$ cat src/rtl/fir_mac_scheduler_if.sv
`default_nettype none
// ============================================================================
// Module   : fir_mac_scheduler_if
// Brief    : Bundle of the sample handshake, sample-RAM / coefficient-ROM
//            address buses, MAC control/result and filter output signals.
// Revision : 1.0 - initial release
// ============================================================================
interface fir_mac_scheduler_if #(
  parameter int SAMP_AW   = 3,
  parameter int COEF_AW   = 5,
  parameter int WIDTH_OUT = 40,
  parameter int PHASE_W   = 2
);
  logic                        in_valid;
  logic                        in_ready;
  logic                        samp_we;
  logic [SAMP_AW-1:0]          samp_wr_addr;
  logic [SAMP_AW-1:0]          samp_rd_addr;
  logic [COEF_AW-1:0]          coef_rd_addr;
  logic                        mac_accum_sload;
  logic signed [WIDTH_OUT-1:0] mac_result;
  logic                        out_valid;
  logic signed [WIDTH_OUT-1:0] out_data;
  logic [PHASE_W-1:0]          out_phase;
  logic                        busy;

  // Scheduler side
  modport master (
    input  in_valid,
    output in_ready,
    output samp_we,
    output samp_wr_addr,
    output samp_rd_addr,
    output coef_rd_addr,
    output mac_accum_sload,
    input  mac_result,
    output out_valid,
    output out_data,
    output out_phase,
    output busy
  );

  // Environment side: upstream source, memories, MAC and output sink
  modport slave (
    output in_valid,
    input  in_ready,
    input  samp_we,
    input  samp_wr_addr,
    input  samp_rd_addr,
    input  coef_rd_addr,
    input  mac_accum_sload,
    output mac_result,
    input  out_valid,
    input  out_data,
    input  out_phase,
    input  busy
  );
endinterface
`default_nettype wire

$ cat src/rtl/fir_mac_scheduler.sv
`default_nettype none
// ============================================================================
// Module   : fir_mac_scheduler
// Brief    : Polyphase FIR tap scheduler. Stores one sample per request into
//            an external ring RAM, then for every phase issues one tap per
//            cycle to an external 3-stage MAC and captures the phase output.
// Revision : 1.0 - initial release
// ============================================================================
module fir_mac_scheduler #(
  parameter int TAPS_PER_PHASE = 8,
  parameter int NUM_PHASES     = 4,
  parameter int SAMP_AW        = 3,
  parameter int COEF_AW        = 5,
  parameter int WIDTH_OUT      = 40
) (
  input  logic                clk,
  input  logic                rst_n,
  fir_mac_scheduler_if.master bus
);

  localparam int c_PH_W = (NUM_PHASES > 1) ? $clog2(NUM_PHASES) : 1;
  localparam int c_K_W  = $clog2(TAPS_PER_PHASE);

  localparam logic [c_K_W-1:0]  c_K_LAST     = c_K_W'(TAPS_PER_PHASE - 1);
  localparam logic [c_PH_W-1:0] c_PH_LAST    = c_PH_W'(NUM_PHASES - 1);
  // Three drain cycles: RAM/ROM read, operand->product stage, result register
  localparam logic [1:0]        c_DRAIN_LAST = 2'd2;

  localparam logic [2:0] c_IDLE  = 3'd0;
  localparam logic [2:0] c_WRITE = 3'd1;
  localparam logic [2:0] c_ISSUE = 3'd2;
  localparam logic [2:0] c_DRAIN = 3'd3;
  localparam logic [2:0] c_EMIT  = 3'd4;

  logic [2:0]           r_state;
  logic [2:0]           w_state_nxt;
  logic [SAMP_AW-1:0]   r_wr_ptr;
  logic [c_PH_W-1:0]    r_phase;
  logic [c_K_W-1:0]     r_k;
  logic [1:0]           r_drain;
  logic                 r_sload_d;
  logic                 r_sload;
  logic                 r_out_valid;
  logic [WIDTH_OUT-1:0] r_out_data;
  logic [c_PH_W-1:0]    r_out_phase;

  logic                 w_in_ready;
  logic                 w_tap0;
  logic [SAMP_AW-1:0]   w_samp_rd_addr;
  logic [COEF_AW-1:0]   w_coef_rd_addr;

  // State register
  always_ff @(posedge clk) begin
    if (!rst_n) begin
      r_state <= c_IDLE;
    end else begin
      r_state <= w_state_nxt;
    end
  end

  // Next-state decode
  always_comb begin
    w_state_nxt = r_state;
    case (r_state)
      c_IDLE:  if (bus.in_valid) w_state_nxt = c_WRITE;
      c_WRITE: w_state_nxt = c_ISSUE;
      c_ISSUE: if (r_k == c_K_LAST) w_state_nxt = c_DRAIN;
      c_DRAIN: if (r_drain == c_DRAIN_LAST) w_state_nxt = c_EMIT;
      c_EMIT:  w_state_nxt = (r_phase == c_PH_LAST) ? c_IDLE : c_ISSUE;
      default: w_state_nxt = c_IDLE;
    endcase
  end

  // Handshake and tap address decode; read addresses idle at zero outside ISSUE
  always_comb begin
    w_in_ready     = rst_n && (r_state == c_IDLE);
    w_tap0         = (r_state == c_ISSUE) && (r_k == '0);
    w_samp_rd_addr = '0;
    w_coef_rd_addr = '0;
    if (r_state == c_ISSUE) begin
      // Tap 0 is the newest sample, one slot behind the write pointer
      w_samp_rd_addr = r_wr_ptr - SAMP_AW'(1) - SAMP_AW'(r_k);
      w_coef_rd_addr = COEF_AW'(r_phase) * COEF_AW'(TAPS_PER_PHASE) + COEF_AW'(r_k);
    end
  end

  // Write pointer, phase, tap and drain counters
  always_ff @(posedge clk) begin
    if (!rst_n) begin
      r_wr_ptr <= '0;
      r_phase  <= '0;
      r_k      <= '0;
      r_drain  <= '0;
    end else begin
      case (r_state)
        c_WRITE: begin
          r_wr_ptr <= r_wr_ptr + SAMP_AW'(1);
          r_phase  <= '0;
          r_k      <= '0;
        end
        c_ISSUE: begin
          r_drain <= '0;
          if (r_k != c_K_LAST) r_k <= r_k + c_K_W'(1);
        end
        c_DRAIN: r_drain <= r_drain + 2'd1;
        c_EMIT: begin
          if (r_phase != c_PH_LAST) begin
            r_phase <= r_phase + c_PH_W'(1);
            r_k     <= '0;
          end
        end
        default: ;
      endcase
    end
  end

  // Registered outputs: sload lands two cycles after tap 0, result captured in EMIT
  always_ff @(posedge clk) begin
    if (!rst_n) begin
      r_sload_d   <= 1'b0;
      r_sload     <= 1'b0;
      r_out_valid <= 1'b0;
      r_out_data  <= '0;
      r_out_phase <= '0;
    end else begin
      r_sload_d   <= w_tap0;
      r_sload     <= r_sload_d;
      r_out_valid <= (r_state == c_EMIT);
      if (r_state == c_EMIT) begin
        r_out_data  <= bus.mac_result;
        r_out_phase <= r_phase;
      end
    end
  end

  assign bus.in_ready        = w_in_ready;
  assign bus.samp_we         = w_in_ready && bus.in_valid;
  assign bus.samp_wr_addr    = r_wr_ptr;
  assign bus.samp_rd_addr    = w_samp_rd_addr;
  assign bus.coef_rd_addr    = w_coef_rd_addr;
  assign bus.mac_accum_sload = r_sload;
  assign bus.out_valid       = r_out_valid;
  assign bus.out_data        = r_out_data;
  assign bus.out_phase       = r_out_phase;
  assign bus.busy            = (r_state != c_IDLE);

endmodule
`default_nettype wire

$ cat src/flat_wrapper.sv
// flat-port wrapper written by rule: the top's interface ports become plain ports
module fir_mac_scheduler_flat 
#(
  parameter int TAPS_PER_PHASE = 8,
  parameter int NUM_PHASES     = 4,
  parameter int SAMP_AW        = 3,
  parameter int COEF_AW        = 5,
  parameter int WIDTH_OUT      = 40
)
  (clk, rst_n, bus_in_valid, bus_in_ready, bus_samp_we, bus_samp_wr_addr, bus_samp_rd_addr, bus_coef_rd_addr, bus_mac_accum_sload, bus_mac_result, bus_out_valid, bus_out_data, bus_out_phase, bus_busy);
  fir_mac_scheduler_if #(.SAMP_AW(SAMP_AW), .COEF_AW(COEF_AW), .WIDTH_OUT(WIDTH_OUT), .PHASE_W((2))) bus_i ();
  input  logic clk;
  input  logic rst_n;
  input wire logic [$bits(bus_i.in_valid)-1:0] bus_in_valid;
  output wire logic [$bits(bus_i.in_ready)-1:0] bus_in_ready;
  output wire logic [$bits(bus_i.samp_we)-1:0] bus_samp_we;
  output wire logic [$bits(bus_i.samp_wr_addr)-1:0] bus_samp_wr_addr;
  output wire logic [$bits(bus_i.samp_rd_addr)-1:0] bus_samp_rd_addr;
  output wire logic [$bits(bus_i.coef_rd_addr)-1:0] bus_coef_rd_addr;
  output wire logic [$bits(bus_i.mac_accum_sload)-1:0] bus_mac_accum_sload;
  input wire logic [$bits(bus_i.mac_result)-1:0] bus_mac_result;
  output wire logic [$bits(bus_i.out_valid)-1:0] bus_out_valid;
  output wire logic [$bits(bus_i.out_data)-1:0] bus_out_data;
  output wire logic [$bits(bus_i.out_phase)-1:0] bus_out_phase;
  output wire logic [$bits(bus_i.busy)-1:0] bus_busy;
  assign bus_i.in_valid = bus_in_valid;
  assign bus_in_ready = bus_i.in_ready;
  assign bus_samp_we = bus_i.samp_we;
  assign bus_samp_wr_addr = bus_i.samp_wr_addr;
  assign bus_samp_rd_addr = bus_i.samp_rd_addr;
  assign bus_coef_rd_addr = bus_i.coef_rd_addr;
  assign bus_mac_accum_sload = bus_i.mac_accum_sload;
  assign bus_i.mac_result = bus_mac_result;
  assign bus_out_valid = bus_i.out_valid;
  assign bus_out_data = bus_i.out_data;
  assign bus_out_phase = bus_i.out_phase;
  assign bus_busy = bus_i.busy;
  fir_mac_scheduler #(.TAPS_PER_PHASE(TAPS_PER_PHASE), .NUM_PHASES(NUM_PHASES), .SAMP_AW(SAMP_AW), .COEF_AW(COEF_AW), .WIDTH_OUT(WIDTH_OUT)) u_core (.clk(clk), .rst_n(rst_n), .bus(bus_i));
endmodule
$ cat config.mk
export PLATFORM = sky130hd
export DESIGN_NAME = fir_mac_scheduler_flat
export DESIGN_NICKNAME = d
export VERILOG_FILES = /design/src/rtl/fir_mac_scheduler_if.sv /design/src/rtl/fir_mac_scheduler.sv /design/src/flat_wrapper.sv
export SDC_FILE = /design/constraint.sdc
export NUM_CORES = 1
export LEC_CHECK = 0
export BUFFER_PORTS_ARGS = -buffer_cell sky130_fd_sc_hd__buf_2
export CAP_MARGIN = 25
export CORE_ASPECT_RATIO = 1.75
export CORE_MARGIN = 5
export CORE_UTILIZATION = 48
export DETAILED_ROUTE_END_ITERATION = 12
export GPL_TIMING_DRIVEN = 0
export MAX_ROUTING_LAYER = met4
export PLACE_DENSITY_LB_ADDON = 0.08
export SLEW_MARGIN = 15
export SYNTH_ARGS = -nofsm -noshare
export SYNTH_HDL_FRONTEND = slang
export SYNTH_SLANG_ARGS = --single-unit
$ cat constraint.sdc
create_clock -name clk -period 2.1 [get_ports clk]
set_input_delay 0.42 -clock clk [delete_from_list [all_inputs] [get_ports clk]]
set_output_delay 0.42 -clock clk [all_outputs]
set_load 0.05 [all_outputs]
* After elaboration in Yosys (flattened, before gate mapping)
Cells that the tools add are included.
** Operators by class
- Reductions and logical operators :: 12
- Add/sub/neg operators :: 7
- Bitwise gates (word level) :: 0
- Shift-type cells :: 0
- Eq/ne operators :: 14
- Divide/modulo/power cells :: 0
- Multiply operators :: 0
- Order comparisons :: 0
- Muxes and demuxes :: 13
** Operator list (count)
- 2-to-1 mux 3 bit :: 6
- case mux 3 bit (5 select lines) :: 1
- case mux 3 bit (3 select lines) :: 1
- case mux 2 bit (2 select lines) :: 2
- adder 3 x 1 -> 3 bit, second input constant :: 2
- == test 3 x 2 -> 1 bit, second input constant :: 2
- == test 3 bit, second input constant :: 2
- logical NOT 3 bit :: 2
- inequality test 2 x 1 -> 1 bit, second input constant :: 3
- inequality test 2 bit, second input constant :: 3
- AND reduction 3 bit :: 2
- nonzero test 3 bit :: 2
- adder 5 x 3 -> 5 bit :: 1
- 2-to-1 mux 5 bit :: 1
- adder 2 x 1 -> 2 bit, second input constant :: 2
- == test 2 bit, second input constant :: 2
- 2-to-1 mux 2 bit :: 2
- nonzero test 2 bit :: 2
- == test 3 x 1 -> 1 bit, second input constant :: 1
- logical AND 1 bit :: 3
- inequality test 3 bit, second input constant :: 1
- subtractor 3 x 1 -> 3 bit, second input constant :: 1
- subtractor 3 bit :: 1
- AND reduction 2 bit :: 1
** Storage, ports and cells
- Register bits after elaboration :: 58
- Bits in latches :: 0
- Bits in read-only memories :: 0
- Memories kept :: 0
- Output and inout port bits :: 58
- Bits in writable memories :: 0

* Depth between registers and ports, before layout
- Depth after elaboration :: 3
- Mapped depth :: 6
- Gate-level depth less buffers :: 6

* Least setup slack after synthesis
No wires, ideal clock.
- Path type :: reg2out
- Start point :: register u_core.r_wr_ptr[0] (netlist: u_core.bus.samp_wr_addr[0])
- End point :: output port bus_samp_rd_addr[2]
- Setup slack :: -0.804 ns
- Path buffers :: 0
- Cell stages (with the launch flop) :: 6
- Arrival time :: 2.484 ns
- Data required time :: 1.680 ns
- Cells stage by stage :: dfxtp_1 -> ha_1 -> fa_1 -> xnor2_1 -> xnor2_1 -> nor3_1
** On the way
- Cells in the longest elaborated chain, start to end :: 3
** Ends and longest elaborated chain
- from (decl) :: line fir_mac_scheduler.sv:37 : logic [SAMP_AW-1:0] r_wr_ptr;
- from (signal assigned) :: line fir_mac_scheduler.sv:97 : r_wr_ptr <= r_wr_ptr + SAMP_AW'(1);
- subtractor 3 x 1 -> 3 bit :: line fir_mac_scheduler.sv:82 : w_samp_rd_addr = r_wr_ptr - SAMP_AW'(1) - SAMP_AW'(r_k);
- subtractor 3 bit :: line fir_mac_scheduler.sv:82
- 2-to-1 mux 3 bit :: line fir_mac_scheduler.sv:80 : if (r_state == c_ISSUE) begin
- to (decl) :: line flat_wrapper.sv:18 : output wire logic [$bits(bus_i.samp_rd_addr)-1:0] bus_samp_rd_addr;
No other way between the ends.

* Worst setup path after layout
- Start point :: register u_core.r_k[0]
- End point :: output port bus_samp_rd_addr[2]
** On the way
- Cells in the longest elaborated chain, start to end :: 2
** Ends and longest elaborated chain
- from (decl) :: line fir_mac_scheduler.sv:39 : logic [c_K_W-1:0] r_k;
- from (signal assigned) :: line fir_mac_scheduler.sv:103 : if (r_k != c_K_LAST) r_k <= r_k + c_K_W'(1);
- subtractor 3 bit :: line fir_mac_scheduler.sv:82
- 2-to-1 mux 3 bit :: line fir_mac_scheduler.sv:80
No other way between the ends.

==> metrics.txt <==
post-synthesis compound-gate area fraction=0.157; Max Buffers Root-to-Sink=2; DR vias=2259; PD cells=706 mW/mm²; DRT iter0 DRCs=72; diode count=0; Syn Nets=332; Worst Path Class, Setup=flop to primary output; sw power=0.000572 W; grt ovf=0; count leader, synth=nand2_1; Initial Util=0.486; antenna violations before repair=0; setup TNS=-179 ps; critical-path maximum fanout=2; final setup vio count=1; Syn Inst Count=281; grt met1 use=0.197; CTS root buf=clkbuf_8; top post-synthesis cells by count=91 x nand2_1, 58 x dfxtp_1, 40 x a21boi_1, 9 x and2_1, 8 x buf_2; EDFF count, synth=0; global route hottest layer=met2; Synth Cell Area=0.00251 mm²; DRC violations left=0; #FFs+latches synth=58; top-area cell type share of the netlist area=0.462; worst skew pair latency=330 ps; layout cell share with drive strength beyond 1=0.378; largest family of logic cells by synthesized area=simple AND/OR/NAND/NOR gates; Worst-path clk slew=70 ps; fin crit share=1.09; gpl congestion=0.788; post-placement setup slack=-143 ps; wire per inst=13.1 µm; Worst Clk Skew=7.71 ps; GRT Overall Usage=0.190; Worst Setup Slack, final=-179 ps; total CTS buffers=9; ranking of synthesized cells by area=dfxtp_1 46%, nand2_1 14%, a21boi_1 12%, ha_1 3.5%, buf_6 3.1%; violated checks=setup timing; sequential power share=0.465; synth unique cells=33; final hold vios=0; clock sink count=58; Post-DP Area=0.00312 mm²; GR Util met2=0.331; IR drop worst, VDD=0.000597 V; sw frac=0.238; P_int=0.00183 W; H-Tree Depth=3; CP Launch Type=flop; RSZ-0062 raised after global routing=yes; vias in the first global route=2080; Async S/R FF share, synth=0; die width=64.7 µm; DIE AREA=0.00684 mm²; IO Pins=101; Die Y=106 µm; IO buf count=100; biggest area consumer among synthesized cells=dfxtp_1; core area=0.00517 mm²; post-synthesis xor/xnor area fraction=0.0105; Fmax achieved=439 MHz; first-pass detailed-route iteration total=4; Hold Crit Class=input port to flop; cts hold-fix bufs=0; area delta synth->final=35.5%; status=complete, but fails checks; Worst-Margin Slew=578 ps; leakage=1.53 nW; Synth Area in Simple Gates=0.249; fin crit period=2280 ps; clock power share=0.427; Worst setup EP type=primary output; slew margin rel.=0.610; CTS tree=built; Max Cap Violations=0; sequential cell area fraction in the yosys report=0.462; main flop type after synthesis=dfxtp_1; mux cell area share after synthesis=0.0164; vias per inst=4.98; # rows=35; HPWL Detailed=4550 µm; nets@finish=445; WP data required=1680 ps; Ys Warns=0; Slew Limit Fails=0; Syn Area/Cell=8.94 µm²; combinational power share=0.107; fin area=0.00340 mm²; first-pass GRT wire length=9860 µm; Fillers=464; overall power=0.00240 W; largest net degree at the start of global routing=11; total wire length=5940 µm; met3 Use GR=0.0565; Worst Path Arrival=1860 ps; Post-Route Utilization=0.659; DRT antenna net count=0; Post-Synth Adder-Cell Area=0.0428
[power by group through the flow]
stage	combinational (W)	sequential (W)	clock [W]
finish	0.000258	0.00112	0.00103
global placement	0.000230	0.00114	0
detailed placement	0.000233	0.00114	0
floorplan	0.000147	0.00115	0
global route	0.000279	0.00112	0.00111
CTS	0.000257	0.00112	0.00105
[worst max-delay path: stages (launching register included)]
cell,delay (ps)
dfxtp_2,330
inv_2,50
ha_4,150
fa_2,350
xnor2_2,160
xnor2_2,160
nor3_4,150
buf_6,180
[registers in the layout, summed over array words and instances (netlist names)]
name                        count
u_core.bus.mac_accum_sload      1
u_core.bus.out_data            40
u_core.bus.out_phase            2
u_core.bus.out_valid            1
u_core.bus.samp_wr_addr         3
u_core.r_drain                  2
u_core.r_k                      3
u_core.r_phase                  2
u_core.r_sload_d                1
u_core.r_state                  3
[kinds of logic (layout without fill, tap and decap cells)]
group | Yosys count | after routing
multiplexers | 4 | 4
XOR/XNOR | 3 | 3
AO/OA/AOI/OAI | 54 | 54
flip-flops | 58 | 58
buffers and inverters | 25 | 143
adder cells (fa/ha/maj) | 8 | 8
AND/OR/NAND/NOR | 129 | 129
[per-stage QoR]
stage          cells  hold slack [ps]
4_1_cts          454              316
6_report         454              321
3_5_place_dp     436              430
5_1_grt          454              311
2_1_floorplan    281              412
3_3_place_gp     436              424
[path summary, 6_finish.rpt]
kind,from,end,slack (ps),cells past startpoint
setup / recovery,u_core.r_k[0]$_SDFFE_PN0P_,bus_samp_rd_addr[2],-180,7
setup reg to reg,u_core.r_phase[0]$_SDFFE_PN0P_,u_core.r_k[0]$_SDFFE_PN0P_,420,4
hold reg to reg,u_core.bus.out_data[30]$_SDFFE_PN0P_,u_core.bus.out_data[30]$_SDFFE_PN0P_,450,2
hold / removal,bus_mac_result[29],u_core.bus.out_data[29]$_SDFFE_PN0P_,320,3
[repair_timing]
item / 4_1_cts / 5_1_grt
gates resized for setup: 16 / 2
buffers inserted: 2 / 0
setup endpoints to repair: 6 / 6
pin swaps: 1 / 1
gates cloned: 0 / 0
[layout make-up]
cell class / instances / area [µm²] / area share
multi-input cells: 198 / 1270 / 0.375
flip-flops and latches: 58 / 1170 / 0.343
repair buffers: 102 / 534 / 0.157
clock buffers: 11 / 151 / 0.0445
plain buffers: 21 / 141 / 0.0415
well taps: 55 / 68.8 / 0.0202
clock inverters: 5 / 51.3 / 0.0151
inverters: 4 / 15.0 / 0.00441
[layout by cell type (no fill, tap or decap), drive strengths merged, types with 2 or more instances in the layout]
| cell | instances |
|---|---|
| mux2i | 3 |
| nor4b | 4 |
| nor3 | 5 |
| xnor2 | 2 |
| clkbuf | 18 |
| clkinv | 3 |
| o22ai | 2 |
| nor2 | 3 |
| nor4bb | 2 |
| a21boi | 42 |
| buf | 116 |
| inv | 5 |
| nand2 | 91 |
| nor3b | 2 |
| ha | 7 |
| nor2b | 3 |
| nor4 | 2 |
| and2 | 9 |
| nand2b | 5 |
| a21oi | 5 |
| a22o | 2 |
| dfxtp | 58 |
[layer usage]
metal / up-vias / share of wire
li1: 1162 / -
met3: 8 / 0.059
met2: 62 / 0.54
met4: 0 / 0.017
met5: - / 0
met1: 1027 / 0.38
Power figures use the tool's default switching activity.
